[config.mk]
export PLATFORM = sky130hd
export DESIGN_NAME = led_button_event_gen
export DESIGN_NICKNAME = d
export VERILOG_FILES = /design/src/rtl/led_button_event_gen.sv
export SDC_FILE = /design/constraint.sdc
export NUM_CORES = 1
export LEC_CHECK = 0
export ABC_AREA = 0
export CORE_ASPECT_RATIO = 1.2
export CORE_MARGIN = 10
export CORE_UTILIZATION = 65
export CTS_CLUSTER_DIAMETER = 60
export DETAILED_ROUTE_END_ITERATION = 12
export PLACE_DENSITY_LB_ADDON = 0.1
export SLEW_MARGIN = 20
export SYNTH_ARGS = -nofsm -noshare
export SYNTH_HDL_FRONTEND = slang
export SYNTH_SLANG_ARGS = --single-unit
[constraint.sdc]
create_clock -name clk -period 4.1 [get_ports clk]
set_input_delay 0.41 -clock clk [delete_from_list [all_inputs] [get_ports clk]]
set_output_delay 0.41 -clock clk [all_outputs]
set_load 0.05 [all_outputs]
[src/rtl/led_button_event_gen.sv]
// Button front end: two-flop sync, debounce, press pulse and hold-to-repeat
// for the up/down brightness commands, with mutual lockout when both are held.
module led_button_event_gen #(
   parameter int unsigned DEBOUNCE_CYCLES = 4,
   parameter int unsigned REPEAT_DELAY    = 16,
   parameter int unsigned REPEAT_RATE     = 4,
   parameter int unsigned CNT_W           = 16
) (
   input  logic clk,
   input  logic reset_n,
   input  logic btn_up_raw,
   input  logic btn_down_raw,
   output logic bright_up,
   output logic bright_down,
   output logic up_held,
   output logic down_held
);

   localparam int unsigned NB = 2;
   localparam logic [CNT_W-1:0] DEB_LAST  = CNT_W'(DEBOUNCE_CYCLES - 1);
   localparam logic [CNT_W-1:0] DLY_LAST  = CNT_W'(REPEAT_DELAY - 1);
   localparam logic [CNT_W-1:0] RATE_LAST = CNT_W'(REPEAT_RATE - 1);
   localparam logic [CNT_W-1:0] CNT_ONE   = CNT_W'(1);

   localparam logic [1:0] ST_IDLE   = 2'd0;
   localparam logic [1:0] ST_DELAY  = 2'd1;
   localparam logic [1:0] ST_REPEAT = 2'd2;
   localparam logic [1:0] ST_LOCKED = 2'd3;

   // Index 0 is the up button, index 1 the down button.
   logic [NB-1:0]    raw;
   logic [NB-1:0]    s1_q, s2_q;
   logic [NB-1:0]    stable_q, stable_d;
   logic [NB-1:0]    pulse_q, pulse_d;
   logic [CNT_W-1:0] deb_cnt_q [NB];
   logic [CNT_W-1:0] deb_cnt_d [NB];
   logic [CNT_W-1:0] rep_cnt_q [NB];
   logic [CNT_W-1:0] rep_cnt_d [NB];
   logic [1:0]       state_q   [NB];
   logic [1:0]       state_d   [NB];
   logic             both_held;

   assign raw         = {btn_down_raw, btn_up_raw};
   assign both_held   = &stable_q;
   assign bright_up   = pulse_q[0];
   assign bright_down = pulse_q[1];
   assign up_held     = stable_q[0];
   assign down_held   = stable_q[1];

   // Debounce: stable flips after DEBOUNCE_CYCLES consecutive differing samples.
   always_comb begin
      stable_d = stable_q;
      for (int unsigned i = 0; i < NB; i++) begin
         deb_cnt_d[i] = '0;
         if (s2_q[i] != stable_q[i]) begin
            if (deb_cnt_q[i] == DEB_LAST) begin
               stable_d[i] = s2_q[i];
            end else begin
               deb_cnt_d[i] = deb_cnt_q[i] + CNT_ONE;
            end
         end
      end
   end

   // Per-button press/repeat FSM; a release or a conflict overrides every state.
   always_comb begin
      pulse_d = '0;
      for (int unsigned i = 0; i < NB; i++) begin
         state_d[i]   = state_q[i];
         rep_cnt_d[i] = rep_cnt_q[i];
         if (!stable_q[i]) begin
            state_d[i]   = ST_IDLE;
            rep_cnt_d[i] = '0;
         end else if (both_held) begin
            state_d[i]   = ST_LOCKED;
            rep_cnt_d[i] = '0;
         end else begin
            case (state_q[i])
               ST_IDLE: begin
                  pulse_d[i]   = 1'b1;
                  state_d[i]   = ST_DELAY;
                  rep_cnt_d[i] = '0;
               end
               ST_DELAY: begin
                  if (rep_cnt_q[i] == DLY_LAST) begin
                     pulse_d[i]   = 1'b1;
                     state_d[i]   = ST_REPEAT;
                     rep_cnt_d[i] = '0;
                  end else begin
                     rep_cnt_d[i] = rep_cnt_q[i] + CNT_ONE;
                  end
               end
               ST_REPEAT: begin
                  if (rep_cnt_q[i] == RATE_LAST) begin
                     pulse_d[i]   = 1'b1;
                     rep_cnt_d[i] = '0;
                  end else begin
                     rep_cnt_d[i] = rep_cnt_q[i] + CNT_ONE;
                  end
               end
               ST_LOCKED: begin
                  rep_cnt_d[i] = '0;
               end
               default: begin
                  state_d[i]   = ST_IDLE;
                  rep_cnt_d[i] = '0;
               end
            endcase
         end
      end
   end

   always_ff @(posedge clk or negedge reset_n) begin
      if (!reset_n) begin
         s1_q     <= '0;
         s2_q     <= '0;
         stable_q <= '0;
         pulse_q  <= '0;
         for (int unsigned i = 0; i < NB; i++) begin
            deb_cnt_q[i] <= '0;
            rep_cnt_q[i] <= '0;
            state_q[i]   <= ST_IDLE;
         end
      end else begin
         s1_q     <= raw;
         s2_q     <= s1_q;
         stable_q <= stable_d;
         pulse_q  <= pulse_d;
         for (int unsigned i = 0; i < NB; i++) begin
            deb_cnt_q[i] <= deb_cnt_d[i];
            rep_cnt_q[i] <= rep_cnt_d[i];
            state_q[i]   <= state_d[i];
         end
      end
   end

endmodule

==> impl_metrics.py, run 1 <==
metrics = {
    "cts": {
        "post-cts-setup-buffers": 0,
        "root_buffer": "clkbuf_8",
        "numCtsBuffers": 9,
        "hold_buffers": 0,
        "cts-resized-gates": 0,
        "cts_tree": "yes",
        "clockBufferDepth": 2,
        "clkSinkCount": 76,
        "clk_latency_ns": 0.35,
        "cts_max_level": 3,
        "clk_pin_slew_ns": 0.07,
    },
    "cells_and_area": {
        "diodes": 0,
        "area_growth_pct": 8.713,
        "final_cell_mix": "76 x dfrtp_1, 63 x nor2_1, 37 x xnor2_1",
        "finish.net_count": 383,
        "fillers": 382,
        "drive_gt1_share_pct": 7.916,
        "mostFrequentLayoutCell": "dfrtp_1",
        "fin_cells": 443,
    },
    "run_status": {
        "status": "completed",
    },
    "timing": {
        "fin_crit_sh_pct": 52.44,
        "setup_slack_ns": 1.950,
        "hold_violations": 0,
        "rsz0062_at_grt": "no",
        "fin_skew_ns": 0.004874,
        "slew_violations": 0,
        "tightest_slew_ns": 0.9053,
        "slew_headroom_pct": 39.65,
        "min_period_ns": 2.150,
        "max_freq_ghz": 0.4651,
        "setup_tns_ns": 0,
        "setup_viol": 0,
        "holdWs_ns": 0.1980,
    },
    "worst_setup_path": {
        "crit_buf_inv": 1,
        "reg2reg_slack_ns": 2.06,
        "path_depth": 1,
        "critPathCaptureType": "output port",
        "worst_ep_arrival_time_ns": 1.74,
        "slowest_delay_ns": 0.87,
        "reg2reg_depth": 4,
        "path_cells": "clkdlybuf4s50_1",
        "cp.required_ns": 3.69,
        "start_kind": "flop",
        "cp_top_family": "buffers and inverters",
        "crit_path_max_fanout": 9,
        "critPathKind": "reg -> out",
        "slowest_stage": "clkdlybuf4s50_1",
    },
    "run": {
        "max-cap-violations": 0,
    },
    "grt": {
        "grt_overflow": 0,
        "grt_max_degree": 77,
        "gr-usage-all-layers_pct": 15.90,
        "antenna_found_initial": 0,
        "grt_pass1_wl_um": 11510,
        "grt_pass1_vias": 2662,
    },
    "drt": {
        "num_vias": 2595,
        "antenna_left": 0,
        "drt_iter0_drc": 83,
        "avgViaCountPerCell": 5.858,
        "drc_errors": 0,
        "drt_pass1_iterations": 4,
        "wl_um": 6295,
        "avgRoutedWirePerCell_um": 14.21,
    },
    "yosys": {
        "async_reset_ff_share_pct": 100.0,
        "synth_edf_count": 0,
        "synthCells": 364,
        "yosys_most_used_dff": "dfrtp_1",
        "yosysUniqueCellTypes": 35,
        "ys_warn_count": 0,
        "syn_nets": 372,
        "synth.cell_area_mm2": 0.003705,
        "synth_seq_area_share_pct": 51.33,
        "ys_seq_elements": 76,
        "synth.avg_cell_area_um2": 10.18,
    },
    "placed_design": {
        "io_buffers": 7,
        "place_hpwl_um": 4227,
        "post-place-ws_ns": 2.068,
        "gp_congestion": 0.8139,
        "placed_cells_incl_taps": 428,
    },
    "power": {
        "powerDensity_mw_per_mm2": 471.2,
        "leakage_uw": 0.001594,
        "peakVddDrop_mv": 0.2990,
        "power_uw": 1898,
    },
    "die": {
        "die_x_um": 88.92,
        "coreArea_mm2": 0.005593,
        "die_h_um": 102.7,
        "fp-row-count": 30,
        "start_util_pct": 66.24,
        "die_area_mm2": 0.009132,
        "ioPinCount": 8,
    },
    "min_path": {
        "hold_path_class": "in -> async",
    },
}
metrics by stage:
step,util (%),instance area (µm²)
3_5_place_dp,68.01,3804
2_1_floorplan,-,3705
5_1_grt,72.01,4028
4_1_cts,72.01,4028
3_3_place_gp,68.01,3804
6_report,72.01,4028
flip-flops by register name, indices dropped and copies added, names as in the netlist:
name	flops
deb_cnt_q	32
state_q	4
s2_q	2
rep_cnt_q	32
s1_q	2
stable_q	2
pulse_q	2
cells by family after synthesis:
group,synth area share (%)
adder cells (fa/ha/maj),1.351
buffers and inverters,2.533
flip-flops,51.33
multiplexers,0.6079
XOR/XNOR,12.53
AO/OA/AOI/OAI,4.322
AND/OR/NAND/NOR,27.32
path summary, 6_finish.rpt:
path                                         start                 endpoint
setup / recovery           stable_q[0]$_DFFE_PN0P_                  up_held
hold / removal                             reset_n   deb_cnt_q[7]$_DFF_PN0_
setup reg to reg           rep_cnt_q[29]$_DFF_PN0_  rep_cnt_q[26]$_DFF_PN0_
hold reg to reg                  s1_q[0]$_DFF_PN0_        s2_q[0]$_DFF_PN0_
max in group asynchronous                  reset_n  deb_cnt_q[21]$_DFF_PN0_
min in group clk                 s1_q[0]$_DFF_PN0_        s2_q[0]$_DFF_PN0_
cells in the mapped netlist, drive strengths merged (2+ instances only):
library cell / instances / area, µm²
or3b: 2 / 17.52
a211oi: 2 / 15.01
a21oi: 7 / 35.03
xor2: 16 / 140.1
nor2: 63 / 236.5
or4: 11 / 90.08
nor4: 20 / 176.4
inv: 12 / 45.04
and4: 4 / 35.03
clkbuf: 4 / 15.01
and2: 2 / 12.51
nor3: 12 / 60.06
nand4: 14 / 87.58
o21bai: 2 / 15.01
xnor2: 37 / 324.1
nor2b: 8 / 50.05
and3: 5 / 31.28
o31ai: 5 / 37.54
mux2: 2 / 22.52
o22a: 2 / 27.53
o21a: 2 / 15.01
nand3: 18 / 90.09
buf: 3 / 33.78
a21boi: 2 / 15.01
ha: 4 / 50.05
nand2: 24 / 90.09
dfrtp: 76 / 1902
or2: 2 / 12.51
layout make-up:
class	count	area, µm²	area share, %
clock inverters	4	72.57	1.802
well taps	64	80.08	1.988
clock buffers	11	151.4	3.759
inverters	12	45.04	1.118
flip-flops and latches	76	1902	47.22
repair buffers	7	67.56	1.678
multi-input cells	269	1709	42.44
per-layer routing:
layer  GRT usage (%)  part of all wire [%]
met5               0                     0
met4           7.347                   1.8
met3           4.190                   3.1
met2           26.32                    49
met1           18.78                    46
power by group:
| group | switching (µW) | leakage [µW] | internal, µW |
|---|---|---|---|
| Clock | 264 | 0.000111 | 371 |
| Combinational | 237 | 0.000445 | 130 |
| Sequential | 78.5 | 0.00104 | 816 |
| Total | 580 | 0.00159 | 1320 |
(Power assumes the default switching activity.)
==> inputs of run 2 (changes only) <==
CORE_UTILIZATION = 62   (was 65)
clock period = 2.1 ns   (was 4.1 ns; I/O delays follow)
==> impl_metrics.py, run 2 (synthesized netlist as in run 1, its figures left out) <==
metrics = {
    "cts": {
        "cts_max_level": 3,
        "clockBufferDepth": 2,
        "clkSinkCount": 76,
        "root_buffer": "clkbuf_8",
        "cts_tree": "yes",
        "cts-resized-gates": 0,
        "clk_pin_slew_ns": 0.08,
        "numCtsBuffers": 9,
        "clk_latency_ns": 0.34,
    },
    "cells_and_area": {
        "final_cell_mix": "76 x dfrtp_1, 63 x nor2_1, 37 x xnor2_1",
        "drive_gt1_share_pct": 9.561,
        "diodes": 0,
        "finish.net_count": 391,
        "reg.largest.list": "deb_cnt_q x32, rep_cnt_q x32, state_q x4",
        "fillers": 450,
        "area_growth_pct": 11.62,
        "final_cell_area_mm2": 0.004135,
        "mostFrequentLayoutCell": "dfrtp_1",
    },
    "die": {
        "die_area_mm2": 0.009480,
        "coreArea_mm2": 0.005743,
        "fp-row-count": 30,
        "die_h_um": 104.7,
        "die_x_um": 90.57,
        "ioPinCount": 8,
        "start_util_pct": 64.51,
    },
    "worst_setup_path": {
        "critPathCapture": "rep_cnt_q[29]$_DFF_PN0_",
        "critPathKind": "reg -> reg",
        "reg2reg_slack_ns": 0.12,
        "critPathCaptureType": "flop",
        "crit_path_max_fanout": 16,
        "reg2reg_depth": 5,
        "start_kind": "flop",
        "worst_ep_arrival_time_ns": 2.19,
        "regToRegEndpoint": "rep_cnt_q[29]$_DFF_PN0_",
        "cp-startpoint": "rep_cnt_q[29]$_DFF_PN0_",
        "cp.required_ns": 2.32,
        "reg2reg_from": "rep_cnt_q[29]$_DFF_PN0_",
    },
    "grt": {
        "gr-usage-all-layers_pct": 14.16,
        "grt_max_degree": 42,
        "grt_overflow": 0,
        "grt_pass1_wl_um": 11560,
        "antenna_found_initial": 0,
        "grt_pass1_vias": 2627,
    },
    "drt": {
        "num_vias": 2619,
        "drc_errors": 0,
        "avgViaCountPerCell": 5.608,
        "avgRoutedWirePerCell_um": 13.89,
        "antenna_left": 0,
        "drt_iter0_drc": 88,
        "drt_pass1_iterations": 4,
        "wl_um": 6487,
    },
    "placed_design": {
        "gp_congestion": 0.8194,
        "place_hpwl_um": 4392,
        "post-place-ws_ns": 0.06495,
        "placed_cell_area_mm2": 0.003881,
        "io_buffers": 7,
    },
    "run": {
        "max-cap-violations": 0,
    },
    "power": {
        "power_uw": 3757,
        "powerDensity_mw_per_mm2": 908.4,
        "peakVddDrop_mv": 0.7341,
        "leakage_uw": 0.001642,
    },
    "timing": {
        "slew_violations": 0,
        "slew_headroom_pct": 63.95,
        "setup_slack_ns": 0.1228,
        "max_freq_ghz": 0.5058,
        "rsz0062_at_grt": "no",
        "setup_viol": 0,
        "fin_skew_ns": 0.007743,
        "min_period_ns": 1.977,
        "setup_tns_ns": 0,
        "holdWs_ns": 0.3113,
        "hold_violations": 0,
        "tightest_slew_ns": 0.5391,
        "fin_crit_sh_pct": 94.15,
    },
    "run_status": {
        "status": "completed",
    },
    "min_path": {
        "hold_depth": 1,
        "hold_path_class": "in -> reg",
    },
}
-- run 2: changes by cell type in the layout (fill, tap and decap cells not counted), sizes merged --
cell / change
buf: +7
dlygate4sd3: +1
-- run 2: how the worst min path moves through the flow --
| stage | slack (ns) | to | from |
|---|---|---|---|
| final | 0.31 | s1_q[0]$_DFF_PN0_ | btn_up_raw |
| after floorplan | -0.09 | deb_cnt_q[0]$_DFF_PN0_ | reset_n |
| after detailed placement | 0.20 | deb_cnt_q[7]$_DFF_PN0_ | reset_n |
| after global placement | 0.19 | deb_cnt_q[7]$_DFF_PN0_ | reset_n |
| after global routing | 0.30 | s1_q[0]$_DFF_PN0_ | btn_up_raw |
| after CTS | 0.30 | s1_q[0]$_DFF_PN0_ | btn_up_raw |
-- run 2: per-layer routing --
| layer | vias to the layer above | GRT usage (%) | share of wire [%] |
|---|---|---|---|
| met4 | 0 | 6.150 | 1.2 |
| met3 | 8 | 2.649 | 2.3 |
| li1 | 1302 | - | - |
| met1 | 1282 | 17.35 | 46 |
| met2 | 27 | 23.74 | 50 |
| met5 | - | 0 | 0 |
-- run 2: through the flow --
step | utilization (%) | std cells
floorplan | - | 364
global placement | 67.58 | 450
detailed placement | 67.58 | 450
CTS | 71.66 | 466
global route | 72.00 | 467
finish | 72.00 | 467
-- run 2: power by group --
group          leakage, µW  internal, µW  total (µW)  switching (µW)
Sequential         0.00104          1590        1720             129
Combinational     0.000493           299         794             495
Clock             0.000111           726        1240             514
Total              0.00164          2620        3760            1140
-- run 2: layout make-up --
class                   count  area (µm²)  area share (%)
clock buffers              11       151.4           3.661
clock inverters             4       72.57           1.755
inverters                  12       45.04           1.089
multi-input cells         269        1709           41.33
flip-flops and latches     76        1902           45.99
well taps                  80       100.1           2.421
repair buffers             15       155.1           3.752
-- run 2: critical path, stage by stage (launching register included) --
cell	delay [ns]
dfrtp_1	0.42
or4_1	0.62
nor4_2	0.38
o22a_2	0.24
buf_12	0.14
a21oi_1	0.05
-- run 2: what timing repair did --
| action | CTS | global route |
|---|---|---|
| endpoints found under the setup margin | 0 | 14 |
| hold endpoints to repair | 35 | 0 |
| buffers inserted | 0 | 1 |
| hold buffers | 1 | 0 |
